$ cat src/rtl/glyph_scan_ctrl.sv
// glyph_scan_ctrl: scans the 16 rows of one glyph out of the glyph BRAM at a
// fixed dwell per row, and shares the BRAM ports with a host write channel.
//
// Ports:
//   clk, rst_n             clock, async active-low reset
//   en, glyph_sel          scan enable / glyph select (sampled at frame start)
//   wr_req/addr/data/ack   host write channel, ack is a same-cycle grant
//   bram_wr_en/waddr/din   BRAM write port
//   bram_raddr, bram_dout  BRAM read port (registered read, 1-cycle latency)
//   row_data, row_idx      current displayed row and its index
//   row_valid, frame_start one-cycle pulses on row update / row 0
//   busy                   scanner is not idle
module glyph_scan_ctrl #(
    parameter int DWELL  = 256,
    parameter int ADDR_W = 8,
    parameter int DATA_W = 16
) (
    input  logic              clk,
    input  logic              rst_n,
    input  logic              en,
    input  logic [3:0]        glyph_sel,
    input  logic              wr_req,
    input  logic [ADDR_W-1:0] wr_addr,
    input  logic [DATA_W-1:0] wr_data,
    output logic              wr_ack,
    output logic              bram_wr_en,
    output logic [ADDR_W-1:0] bram_waddr,
    output logic [ADDR_W-1:0] bram_raddr,
    output logic [DATA_W-1:0] bram_din,
    input  logic [DATA_W-1:0] bram_dout,
    output logic [DATA_W-1:0] row_data,
    output logic [3:0]        row_idx,
    output logic              row_valid,
    output logic              frame_start,
    output logic              busy
);

    typedef enum logic [1:0] {
        IDLE,
        FETCH,
        CAPTURE,
        HOLD
    } state_t;

    localparam logic [15:0] DWELL_LAST = 16'(DWELL - 1);

    state_t      state;
    logic [3:0]  cur_glyph;
    logic [3:0]  row_cnt;
    logic [3:0]  row_nxt;
    logic [15:0] dwell_cnt;
    logic        row_end;
    logic        grant;

    assign row_nxt = row_cnt + 4'd1;
    assign row_end = (dwell_cnt == DWELL_LAST);

    // The scan read owns the BRAM in FETCH; a write is granted in any
    // other cycle. Gating with rst_n drops a pending write during reset.
    assign grant      = rst_n && wr_req && (state != FETCH);
    assign wr_ack     = grant;
    assign bram_wr_en = grant;
    assign bram_waddr = wr_addr;
    assign bram_din   = wr_data;
    assign busy       = (state != IDLE);

    // bram_raddr is loaded on the edge entering FETCH so that the BRAM
    // samples it at the end of FETCH and returns data during CAPTURE.
    always_ff @(posedge clk or negedge rst_n) begin
        if (!rst_n) begin
            state       <= IDLE;
            cur_glyph   <= 4'd0;
            row_cnt     <= 4'd0;
            dwell_cnt   <= 16'd0;
            bram_raddr  <= '0;
            row_data    <= '0;
            row_idx     <= 4'd0;
            row_valid   <= 1'b0;
            frame_start <= 1'b0;
        end else begin
            row_valid   <= 1'b0;
            frame_start <= 1'b0;
            unique case (state)
                IDLE: begin
                    if (en) begin
                        cur_glyph  <= glyph_sel;
                        row_cnt    <= 4'd0;
                        dwell_cnt  <= 16'd0;
                        bram_raddr <= ADDR_W'({glyph_sel, 4'h0});
                        state      <= FETCH;
                    end
                end
                FETCH: begin
                    dwell_cnt <= dwell_cnt + 16'd1;
                    state     <= CAPTURE;
                end
                CAPTURE: begin
                    dwell_cnt   <= dwell_cnt + 16'd1;
                    row_data    <= bram_dout;
                    row_idx     <= row_cnt;
                    row_valid   <= 1'b1;
                    frame_start <= (row_cnt == 4'd0);
                    state       <= HOLD;
                end
                HOLD: begin
                    if (row_end) begin
                        dwell_cnt <= 16'd0;
                        if (row_cnt != 4'hF) begin
                            row_cnt    <= row_nxt;
                            bram_raddr <= ADDR_W'({cur_glyph, row_nxt});
                            state      <= FETCH;
                        end else if (en) begin
                            cur_glyph  <= glyph_sel;
                            row_cnt    <= 4'd0;
                            bram_raddr <= ADDR_W'({glyph_sel, 4'h0});
                            state      <= FETCH;
                        end else begin
                            state <= IDLE;
                        end
                    end else begin
                        dwell_cnt <= dwell_cnt + 16'd1;
                    end
                end
                default: state <= IDLE;
            endcase
        end
    end

endmodule

$ cat config.mk
export PLATFORM = sky130hd
export DESIGN_NAME = glyph_scan_ctrl
export DESIGN_NICKNAME = d
export VERILOG_FILES = /design/src/rtl/glyph_scan_ctrl.sv
export SDC_FILE = /design/constraint.sdc
export NUM_CORES = 1
export LEC_CHECK = 0
export ABC_AREA = 1
export CAP_MARGIN = 10
export CORE_ASPECT_RATIO = 0.75
export CORE_MARGIN = 5
export CORE_UTILIZATION = 46
export DETAILED_ROUTE_END_ITERATION = 12
export PLACE_DENSITY = 0.81
export SLEW_MARGIN = 20
export SYNTH_ARGS = -nofsm -noshare
export SYNTH_HDL_FRONTEND = slang
export SYNTH_SLANG_ARGS = --single-unit
$ cat constraint.sdc
create_clock -name clk -period 2 [get_ports clk]
set_input_delay 0.4 -clock clk [delete_from_list [all_inputs] [get_ports clk]]
set_output_delay 0.4 -clock clk [all_outputs]
set_load 0.02 [all_outputs]
---- Yosys cells after proc, flatten, opt, wreduce, memory -nomap -nowiden ----
Cells that the tools add are included.
word-level totals
  register bits after elaboration ......... 56
  bits of input ports ..................... 48
cells by class
  add/sub/neg operators ................... 2
  equal/unequal tests ..................... 9
  muxes and demuxes ....................... 22
  reduce and logical (&&, ||, !) cells .... 10
operators by type and width
  operator                                                                  count
  16-bit one-hot mux with 3 select lines                                    1
  16-bit 2-to-1 mux                                                         2
  4-bit 2-to-1 mux                                                          6
  8-bit 2-to-1 mux                                                          3
  16-bit by 1-bit adder with 16-bit output (second input constant)          1
  16-bit by 8-bit equality test with 1-bit output (second input constant)   1
  4-bit one-hot mux with 2 select lines                                     2
  8-bit one-hot mux with 2 select lines                                     1
  2-bit one-hot mux with 4 select lines                                     1
  2-bit inequality test (second input constant)                             3
  4-bit by 1-bit adder with 4-bit output (second input constant)            1
  2-bit equality test (second input constant)                               2
  4-bit logical NOT                                                         1
  1-bit 2-to-1 mux                                                          4
  2-bit 2-to-1 mux                                                          2
  4-bit inequality test (second input constant)                             1
  2-bit AND reduction                                                       2
  2-bit nonzero test                                                        2
  3-bit AND reduction                                                       1
  2-bit by 1-bit equality test with 1-bit output (second input constant)    1
  1-bit logical AND                                                         2
  2-bit logical NOT                                                         1
  2-bit by 1-bit inequality test with 1-bit output (second input constant)  1
  2-bit OR reduction                                                        1

---- Longest topological paths before layout ----
  depth in word-level cells ............... 4
  mapped depth ............................ 9
  gate-level depth less buffers ........... 9

---- Least setup slack after synthesis ----
OpenSTA, ideal clock, no wires.
  path type ............................... flip-flop to flip-flop
  start point ............................. reg state[0]
  end point ............................... reg dwell_cnt[8]
  arrival ................................. 1.517 ns
  data required time ...................... 1.923 ns
  setup slack ............................. 0.405 ns
  cell stages (with the launch flop) ...... 10
  buffers on the path ..................... 1
  cell sequence ........................... dfrtp_1 > inv_1 > ha_1 > inv_1 > nor2_2 > buf_6 > nor2_2 > nand2_1 > xor2_1 > a21oi_1
on the way
  word-level cells in the longest chain between the ends .. 3
  elaborated cells on any way between the ends .. 7
  classes of those cells .................. 4 x eq/ne; 1 x mux; 2 x reduce/logical
RTL lines
  item                                                                                   line  source
  start: declaration                                                                     47    state_t state;
  start signal: assignment                                                               71    state <= IDLE;
  start signal: assignment                                                               90    state <= FETCH;
  start signal: assignment                                                               95    state <= CAPTURE;
  2-bit equality test or 2-bit by 1-bit equality test with 1-bit output (tied branches)  83    unique case (state)
  2-bit OR reduction (no source line)                                                    n/a
  16-bit one-hot mux with 3 select lines                                                 83
  end signal: assignment                                                                 94    dwell_cnt <= dwell_cnt + 16'd1;
  end signal: assignment                                                                 98    dwell_cnt <= dwell_cnt + 16'd1;
  end signal: assignment                                                                 121   dwell_cnt <= dwell_cnt + 16'd1;
  end: declaration                                                                       51    logic [15:0] dwell_cnt;
Several ways; a longest one is shown, not always the timed one.
A chain may end at the register's enable or synchronous reset.

---- Worst setup path in the final report ----
  start point ............................. reg state[1]
  end point ............................... out busy
on the way
  word-level cells in the longest chain between the ends .. 1
RTL lines
  item                line  source
  2-bit nonzero test  65    assign busy = (state != IDLE);
  end: declaration    35    output logic busy
No other way between the ends.

==> results by group <==
Status
  • Status: completed

Critical path
  • Crit path from: state[1]
  • Reg2Reg Launch Point: state[1]
  • Crit path max fanout: 5
  • Worst endpoint required time: around 1600 ps
  • Crit. End Element: output pin
  • Critical Path Sink: busy
  • Setup slack, reg-to-reg: approximately 270 ps
  • Critical Path AT: around 1500 ps
  • Reg2Reg Depth: 9
  • FF-to-FF End: dwell_cnt[8]
  • Crit start category: flip-flop
  • Crit Path Class: flip-flop to output pin

Routing
  • Antenna Nets Post-Route: 0
  • Drt first-iter violations: 103
  • DRT Pass-1 Iters: 4
  • Drt drc: 0
  • Wire per inst: between 10 and 15 um
  • Drt via density: 5.07
  • Via count: between 2000 and 3000
  • Final wirelength: 6840 um

Timing
  • Fin. Hold Viols: 0
  • Rel. slew slack: between 50 and 60%
  • Setup WS post-layout: about 88 ps
  • Final Skew: 5.14 ps
  • Minimum clock period: about 1900 ps
  • Fin. max-slew vios: 0
  • Final cycle utilization of the critical path: a little over nine tenths
  • Unrepaired setup endpoints after global routing: yes
  • Worst Max-Slew Pin Slew: about 700 ps
  • FMAX: 523 MHz
  • Setup Viol. Count Final: 0

Synth
  • Synth top area cells: dfrtp_1 46%, nand2_1 17%, buf_4 6.4%
  • Post-synth EDFFs: 0
  • Main synth FF type: dfrtp_1
  • Count of different cell masters after synthesis: 29
  • Ys Warns: 0
  • Sequential-to-total area share from yosys stat: a little under half
  • Area share of the largest cell type after synthesis: between 40 and 50%
  • Cell area after synthesis: 0.00307 mm^2
  • Area leader, netlist: dfrtp_1
  • Synth cell count leaders: 137 x nand2_1, 56 x dfrtp_1, 26 x buf_4, 26 x nor2_1, 25 x inv_1
  • Synth Register Bits: between 50 and 60
  • Syn Area/Cell: approximately 8 um^2
  • Asr flop ratio synth: between 90% and 100%
  • Synth Net Count: roughly 440
  • Synth Instances: approximately 390
  • Most frequent cell after synthesis: nand2_1

Placement
  • Gp weighted congestion: ~0.9
  • Dpl ws: -38.5 ps
  • Port bufs: 56
  • Placement Cell Area: between 0.003 and 0.004 mm^2
  • DP HPWL: between 5000 and 6000 um

Pwr
  • Gate power share: a little over half
  • Power density cells: about 1400 mW/mm^2
  • Leakage power: between 1.5 and 2 nW
  • Internal power: 2.77 mW
  • Total power: 4.95 mW
  • Sw power: approximately 2.2 mW
  • Max VDD drop: between 0.8 and 0.9 mV
  • Clk network pwr share: between 10% and 20%
  • Sequential power share: about a third
  • Switching part of the total: roughly 44%

Floorplanning
  • Die width: roughly 100 um
  • Die area: between 0.008 and 0.009 mm^2
  • IO Count: 105
  • Rows: 25
  • Chip height: roughly 81 um
  • Starting density of the core: between 40% and 50%
  • Core Area: between 0.006 and 0.007 mm^2

Layout
  • Layout cells sized above 1: under 10%
  • Area grow syn2layout: 18.9%
  • Nets: just under 500
  • Antenna Cells: 0
  • Design area: about 0.0037 mm^2

Clock tree
  • TritonCTS Buffers: 5
  • # H-tree levels: 2
  • Worst-Skew Late Latency: around 300 ps
  • # clock sinks: 56
  • CTS root buf: clkbuf_8
  • Worst-path clk slew: ~100 ps
  • Post-CTS Setup Repair Bufs: 0
  • CTS tree: built
  • Worst-case clock buffer depth: 2

Global route
  • Global route total overflow: 0
  • GR Util All Layers: around 17%
  • Largest net degree at the start of global routing: between 50 and 60
  • Initial antenna violation count: 0
  • Vias in the first global route: between 2000 and 3000
  • Global-route wire length before repair: 12100 um

Run
  • Max Cap Viol: 0

Hold path
  • Hold crit path type: primary input to async pin
==> layer usage <==
metal / track usage [%] / share of wire (%) / up-vias
met1: 22.5 / 46 / 1234
met2: 28.8 / 48 / 59
met4: 2.59 / 0.56 / 0
li1: - / - / 1270
met5: 0 / 0 / -
met3: 4.05 / 4.9 / 6
==> state kept, by name, indices dropped and copies added, names as in the netlist <==
register	count
state	2
frame_start	1
cur_glyph	4
dwell_cnt	16
bram_raddr	8
row_idx	4
row_valid	1
row_data	16
row_cnt	4
==> placed cells by master (no fill, tap or decap), types with 2 or more instances in the layout <==
master	instances
ha_1	8
nand2_1	137
dlygate4sd2_1	2
nand2_2	3
clkdlybuf4s50_1	52
clkbuf_8	5
o21ai_0	13
nand3_1	22
xnor2_1	3
nor2_2	4
a21oi_1	22
inv_1	25
o21ai_1	8
dfrtp_1	56
or2_2	2
a21oi_2	3
buf_4	10
nand4_1	3
nor2_1	26
nand2_4	4
xor2_1	6
==> stage by stage <==
step                hold WS, ps  util, %  TNS (ps)  instances
floorplan                   104        -         0        386
global placement            454     55.7     -55.1        500
detailed placement          458     55.7     -73.5        500
CTS                         288     57.0         0        507
global route                327     57.0     -2.32        507
finish                      248     57.0         0        507
==> repair_timing <==
item,CTS,global route
endpoints found under the setup margin,3,2
hold buffers,0,0
resized for setup,3,1
endpoints found under the hold margin,0,0
==> worst max-delay path, cell delays in order, from the launching register on <==
cell             delay [ps]
dfrtp_1                 440
inv_1                   110
ha_1                    240
inv_1                   110
clkdlybuf4s15_1         310
==> power by group through the flow <==
stage	Sequential, mW	Combinational [mW]	Clock, mW
2_1_floorplan	2.04	1.38	0
3_3_place_gp	1.74	2.56	0
3_5_place_dp	1.75	2.66	0
4_1_cts	1.73	2.66	0.620
5_1_grt	1.79	2.93	0.669
6_report	1.73	2.62	0.598
==> cells by family (layout without fill, tap and decap cells) <==
logic type | count (synthesis) | in the layout | synth area share (%)
xor+xnor | 9 | 9 | 2.57
compound gates | 49 | 49 | 8.96
fa+ha+maj | 8 | 8 | 3.26
buf+inv | 60 | 100 | 10.9
simple gates | 204 | 204 | 28.7
flops | 56 | 56 | 45.6
==> how the worst min path moves through the flow <==
| stage | from | endpoint | slack, ps |
|---|---|---|---|
| finish | rst_n | cur_glyph[2] | 250 |
| global route | rst_n | dwell_cnt[10] | 330 |
| CTS | rst_n | bram_raddr[4] | 290 |
| detailed placement | row_data[12] | row_data[12] | 460 |
| global placement | row_data[12] | row_data[12] | 450 |
| floorplan | rst_n | bram_raddr[0] | 100 |
==> cell type report <==
class / instances / area [um^2]
multi-input cells: 270 / 1340
flip-flops and latches: 56 / 1400
repair buffers: 66 / 628
fillers: 587 / 2760
clock buffers: 5 / 68.8
clock inverters: 2 / 12.5
well taps: 81 / 101
inverters: 27 / 104
No activity file was read; power rests on OpenSTA's default activity.
